**config.mk**
```make
export PLATFORM = sky130hd
export DESIGN_NAME = blit_queue
export DESIGN_NICKNAME = d
export VERILOG_FILES = /design/src/rtl/blit_queue.sv
export SDC_FILE = /design/constraint.sdc
export NUM_CORES = 2
export LEC_CHECK = 0
export CAP_MARGIN = 25
export CORE_UTILIZATION = 45
export DETAILED_ROUTE_END_ITERATION = 8
export HOLD_SLACK_MARGIN = 0.12
export RECOVER_POWER = 25
export SETUP_SLACK_MARGIN = 0.5
export SLEW_MARGIN = 25
export SYNTH_ARGS = -nofsm -noshare
export SYNTH_HDL_FRONTEND = slang
export SYNTH_SLANG_ARGS = --single-unit
```
**constraint.sdc**
```tcl
create_clock -name clk -period 22 [get_ports clk]
set_input_delay 4.4 -clock clk [delete_from_list [all_inputs] [get_ports clk]]
set_output_delay 4.4 -clock clk [all_outputs]
set_load 0.05 [all_outputs]
```
**src/rtl/blit_queue.sv**
```systemverilog
// Sprite blitter command scheduler: CPU stages six-word draw commands into a FIFO,
// which are replayed one at a time into the blitter register port with start/poll handshaking.
module blit_queue #(
  parameter int DEPTH    = 8,
  parameter int POLL_GAP = 4
) (
  input  logic        clk,
  input  logic        reset,
  input  logic [2:0]  avalon_slave_address,
  input  logic        avalon_slave_read,
  output logic [31:0] avalon_slave_readdata,
  input  logic        avalon_slave_write,
  input  logic [31:0] avalon_slave_writedata,
  output logic [2:0]  blit_address,
  output logic        blit_read,
  input  logic [31:0] blit_readdata,
  output logic        blit_write,
  output logic [31:0] blit_writedata,
  output logic        irq
);
  localparam int AW = (DEPTH > 1) ? $clog2(DEPTH) : 1;
  localparam int CW = AW + 1;
  localparam int GW = $clog2(POLL_GAP + 1);

  typedef enum logic [2:0] {
    IDLE      = 3'd0,
    LOAD      = 3'd1,
    KICK      = 3'd2,
    POLL_RD   = 3'd3,
    POLL_WAIT = 3'd4,
    GAP       = 3'd5,
    DONE_CMD  = 3'd6
  } state_t;

  state_t         state;
  logic [2:0]     load_idx;
  logic [GW-1:0]  gap_cnt;
  logic [191:0]   mem [DEPTH];
  logic [31:0]    staged [1:6];
  logic [AW-1:0]  head, tail, tail_base;
  logic [CW-1:0]  count, cnt_base, cnt_pop, count_next;
  logic           overflow;
  logic [31:0]    completed;
  logic           ctrl_wr, push, flush, irq_clr, ovf_clr, pop, push_ok, push_drop;
  logic [191:0]   head_entry, staged_entry;
  logic [31:0]    status;
  logic           unused_rdata;

  function automatic logic [31:0] entry_word(input logic [191:0] e, input logic [2:0] k);
    case (k)
      3'd1:    entry_word = e[31:0];
      3'd2:    entry_word = e[63:32];
      3'd3:    entry_word = e[95:64];
      3'd4:    entry_word = e[127:96];
      3'd5:    entry_word = e[159:128];
      3'd6:    entry_word = e[191:160];
      default: entry_word = 32'h0;
    endcase
  endfunction

  assign ctrl_wr      = avalon_slave_write && (avalon_slave_address == 3'd0);
  assign push         = ctrl_wr && avalon_slave_writedata[0];
  assign flush        = ctrl_wr && avalon_slave_writedata[1];
  assign irq_clr      = ctrl_wr && avalon_slave_writedata[2];
  assign ovf_clr      = ctrl_wr && avalon_slave_writedata[3];
  assign pop          = (state == DONE_CMD);
  assign head_entry   = mem[head];
  assign staged_entry = {staged[6], staged[5], staged[4], staged[3], staged[2], staged[1]};
  assign status       = {16'h0, 8'(count), 4'h0, overflow, count == CW'(DEPTH),
                         count == CW'(0), state != IDLE};
  assign unused_rdata = ^blit_readdata[31:1];

  // Next occupancy: flush keeps only the in-flight head, then the pop, then the push.
  always_comb begin
    cnt_base  = count;
    tail_base = tail;
    if (flush) begin
      if (state != IDLE) begin
        cnt_base  = CW'(1);
        tail_base = head + AW'(1);
      end else begin
        cnt_base  = CW'(0);
        tail_base = head;
      end
    end else begin
      cnt_base  = count;
      tail_base = tail;
    end
    cnt_pop    = pop ? (cnt_base - CW'(1)) : cnt_base;
    push_ok    = push && (cnt_pop != CW'(DEPTH));
    push_drop  = push && !push_ok;
    count_next = push_ok ? (cnt_pop + CW'(1)) : cnt_pop;
  end

  // Queue bookkeeping, staged words, sticky flags and completion counter.
  always_ff @(posedge clk or posedge reset) begin
    if (reset) begin
      head      <= '0;
      tail      <= '0;
      count     <= '0;
      overflow  <= 1'b0;
      completed <= 32'h0;
      irq       <= 1'b0;
      for (int i = 1; i <= 6; i++) staged[i] <= 32'h0;
    end else begin
      count <= count_next;
      tail  <= push_ok ? (tail_base + AW'(1)) : tail_base;
      if (pop) head <= head + AW'(1);
      if (push_drop) overflow <= 1'b1;
      else if (ovf_clr) overflow <= 1'b0;
      if (avalon_slave_write && avalon_slave_address == 3'd7) completed <= 32'h0;
      else if (pop) completed <= completed + 32'd1;
      if (pop && count_next == CW'(0)) irq <= 1'b1;
      else if (irq_clr) irq <= 1'b0;
      if (avalon_slave_write && avalon_slave_address != 3'd0 && avalon_slave_address != 3'd7)
        staged[avalon_slave_address] <= avalon_slave_writedata;
    end
  end

  // Entry storage; contents are meaningless outside the head..tail window.
  always_ff @(posedge clk) begin
    if (push_ok) mem[tail_base] <= staged_entry;
  end

  // Registered CPU read port.
  always_ff @(posedge clk or posedge reset) begin
    if (reset) begin
      avalon_slave_readdata <= 32'h0;
    end else if (avalon_slave_read) begin
      case (avalon_slave_address)
        3'd0:    avalon_slave_readdata <= status;
        3'd1, 3'd2, 3'd3, 3'd4, 3'd5, 3'd6:
                 avalon_slave_readdata <= staged[avalon_slave_address];
        3'd7:    avalon_slave_readdata <= completed;
        default: avalon_slave_readdata <= 32'h0;
      endcase
    end else begin
      avalon_slave_readdata <= 32'h0;
    end
  end

  // Blitter sequencer: outputs are set one edge ahead of the state they belong to.
  always_ff @(posedge clk or posedge reset) begin
    if (reset) begin
      state          <= IDLE;
      load_idx       <= 3'd0;
      gap_cnt        <= '0;
      blit_write     <= 1'b0;
      blit_read      <= 1'b0;
      blit_address   <= 3'd0;
      blit_writedata <= 32'h0;
    end else begin
      case (state)
        IDLE: begin
          blit_read <= 1'b0;
          if (count != CW'(0) && !flush) begin
            state          <= LOAD;
            load_idx       <= 3'd1;
            blit_write     <= 1'b1;
            blit_address   <= 3'd1;
            blit_writedata <= entry_word(head_entry, 3'd1);
          end else begin
            blit_write     <= 1'b0;
            blit_address   <= 3'd0;
            blit_writedata <= 32'h0;
          end
        end
        LOAD: begin
          blit_write <= 1'b1;
          if (load_idx == 3'd6) begin
            state          <= KICK;
            blit_address   <= 3'd0;
            blit_writedata <= 32'h1;
          end else begin
            load_idx       <= load_idx + 3'd1;
            blit_address   <= load_idx + 3'd1;
            blit_writedata <= entry_word(head_entry, load_idx + 3'd1);
          end
        end
        KICK: begin
          state          <= POLL_RD;
          blit_write     <= 1'b0;
          blit_read      <= 1'b1;
          blit_address   <= 3'd0;
          blit_writedata <= 32'h0;
        end
        POLL_RD: begin
          state     <= POLL_WAIT;
          blit_read <= 1'b0;
        end
        POLL_WAIT: begin
          gap_cnt <= '0;
          if (blit_readdata[0] == 1'b0) state <= DONE_CMD;
          else state <= GAP;
        end
        GAP: begin
          if (gap_cnt == GW'(POLL_GAP - 1)) begin
            state     <= POLL_RD;
            blit_read <= 1'b1;
          end else begin
            gap_cnt <= gap_cnt + GW'(1);
          end
        end
        DONE_CMD: begin
          state <= IDLE;
        end
        default: begin
          state      <= IDLE;
          blit_write <= 1'b0;
          blit_read  <= 1'b0;
        end
      endcase
    end
  end
endmodule

```
==> out/qor.yml <==
finalCriticalPeriod_ns: 9.953
htreeDepth: 4
drv_cap: 0
ir_drop_mv: 0.1251
critPathTopFamily: "buffers and inverters"
rr_worst_depth: 15
worstSkewPairLatency_ns: 0.84
p_per_area_nw_per_um2: 119.9
fin_nets: 4058
grt_pass1_wl_um: 272000
timing.fmax_mhz: 100.5
grt_use_total_pct: 23.10
run_status: "completed"
slowest_delay_ns: 0.87
crit_path_end_kind: "register"
synthCells: 3822
hpwl_um: 97840
numPortBuffers: 109
crit_arrival_ns: 10.37
postCtsHoldBufs: 0
drtIter0Drc: 3558
skew_ns: 0.03988
cp_num_buf_inv: 6
vias_per_cell: 5.957
synth_seq_area_share_pct: 74.03
p_leak_nw: 27.04
critPathRequiredTime_ns: 22.42
place_congestion: 0.7575
final_max_slew_viol_count: 0
setup-violations-final: 0
critical-path-slowest-cell: "buf_4"
syn-num-nets: 3906
start_kind: "input pin"
hp-class: "reg2reg"
synthFlopType: "edfxtp_1"
slew_headroom_pct: 26.38
postSynthAreaPerCell_sq_um: 19.08
die_h_um: 404.5
power_mw: 9.899
hold_path_depth: 1
layout_setup_ws_ns: 12.05
drc_errors: 0
drive_gt1_share_pct: 21.11
yosysWarnings: 0
detail_route.wl_per_cell_um: 29.79
synth_seq_cells: 1850
clock_sinks: 1850
post_cts_resized: 0
cts_max_path_buffers: 3
tightest_slew_ns: 1.099
cp_num_cells: 17
hold_viol_final: 0
tns_ns: 0
path_cells: "clkdlybuf4s50_1 -> nor4b_4 -> nand2_2 -> nor2_1 -> a21oi_1 -> ha_1 -> nor4bb_1 -> o21bai_1 -> inv_1 -> ha_1 -> inv_1 -> o31ai_4 -> nand2b_1 -> nor2_4 -> buf_4 -> buf_6 -> buf_4"
num_rows: 147
post_cts_buffers: 0
final_util_pct: 51.36
wirelength_um: 187600
path_clk_slew_ns: 0.06
synthDistinctLibCells: 72
place_ws_ns: 11.23
syn-cell-area_sq_um: 72910
io_pins: 141
dieArea_sq_um: 163600
fin_cells: 6297
start_util_pct: 45.36
rsz0062_at_grt: "false"
vias: 37510
antenna_found_initial: 10
crit_type: "in2reg"
first_pass_iters: 5
grt_start_max_net_pins: 139
root_buffer: "clkbuf_16"
areaGrowthSynthToFinish_pct: 13.24
synthArstFlopShare_pct: 16.97
tritoncts: "done"
ant_nets: 0
grt.overflow.total: 0
fillCellCount: 12900
place_inst: 5945
die_w_um: 404.5
post-route-period-util_pct: 45.24
crit_fanout: 55
core_sq_um: 160800
grt_pass1_vias: 38190
synth-edff-count: 1536
cts_buffers: 187
-- placed cells by master (no fill, tap or decap), types with 8 or more instances in the layout --
cell type	netlist	layout
nor3_1	11	10
a221oi_1	87	87
buf_4	24	80
nor2_1	124	117
nor2b_1	20	18
nand3_1	16	16
xor2_1	15	15
o21ai_0	80	80
mux4_2	270	270
clkbuf_8	0	27
clkbuf_1	104	75
nor2_4	0	8
a21oi_1	104	103
inv_1	24	23
nand4_1	8	8
a221oi_2	10	10
o22ai_1	33	33
clkinv_1	0	15
edfxtp_1	1536	1536
clkbuf_16	0	188
xnor2_1	26	26
mux2i_1	386	386
ha_1	13	13
mux2_2	197	197
clkinv_2	0	20
o22a_1	62	62
a22oi_1	81	81
clkdlybuf4s50_1	0	106
dfrtp_1	314	311
nand2_1	82	77
-- power breakdown --
part / leakage (nW) / switching [mW] / internal [mW] / total (mW)
sequential: 17.7 / 0.327 / 4.13 / 4.46
combinational: 6.39 / 1.36 / 0.969 / 2.33
clock: 2.92 / 1.35 / 1.77 / 3.11
total: 27.0 / 3.03 / 6.87 / 9.90
-- final cells by class --
class	count	area, sq um	share of cell area (%)
antenna	2	5.005	0.006061
clock buffer	290	5358	6.489
clock inverter	60	678.2	0.8213
inverter	25	101.3	0.1227
multi-input combinational	1716	17920	21.70
sequential	1850	53990	65.39
tap	2160	2703	3.273
timing repair buffer	194	1813	2.196
-- registers in the layout, indices dropped and copies added (netlist names) --
name	flops
staged	192
head	3
state	3
irq	1
blit_writedata	32
completed	32
gap_cnt	3
blit_write	1
blit_read	1
overflow	1
avalon_slave_readdata	32
mem	1536
tail	3
load_idx	3
count	4
blit_address	3
-- kinds of logic (layout without fill, tap and decap cells) --
kind of cell	after synthesis	after routing	share of synthesized area [%]
AOI/OAI and AO/OA	502	502	4.903
adders and majority gates	13	13	0.2231
muxes	855	855	16.72
xor gates and xnor gates	42	42	0.5148
DFF	1850	1850	74.03
and+or+nand+nor	304	304	1.956
other	0	2	0
buffers and inverters	256	569	1.654
-- cells in the mapped netlist, types with 80 or more instances --
library cell,instances,area share (%)
a21oi_1,104,0.71
a221oi_1,87,1.0
a22oi_1,81,0.83
clkbuf_1,104,0.54
dfrtp_1,314,11
edfxtp_1,1536,63
mux2_2,197,3.0
mux2i_1,386,5.3
mux4_2,270,8.3
nand2_1,82,0.42
nor2_1,124,0.64
o21ai_0,80,0.55
-- per-stage QoR --
stage	hold slack (ns)	instance area (sq um)
after global placement	0.4853	76510
after CTS	0.5052	82560
final	0.4996	82570
after floorplan	0.4325	72920
after global routing	0.5248	82560
after detailed placement	0.4912	76530
-- path summary, 6_finish.rpt --
check,slack (ns),end,from
max in group asynchronous,15.94,staged[91],reset
min in group asynchronous,4.08,blit_writedata[3],reset
worst min-delay path,0.50,gap_cnt[1],gap_cnt[1]
worst min register to register,0.50,gap_cnt[1],gap_cnt[1]
worst max-delay path,12.05,mem[1][50],avalon_slave_write
worst max register to register,15.66,mem[1][50],state[1]
-- per-layer routing --
metal | track usage, % | wire (um) | vias to the layer above
li1 | - | - | 15810
met5 | 0 | 39 | -
met2 | 36.18 | 88650 | 1254
met4 | 6.187 | 4284 | 6
met3 | 3.565 | 11990 | 265
met1 | 33.83 | 82600 | 20180
No activity file was read; power rests on OpenSTA's default activity.
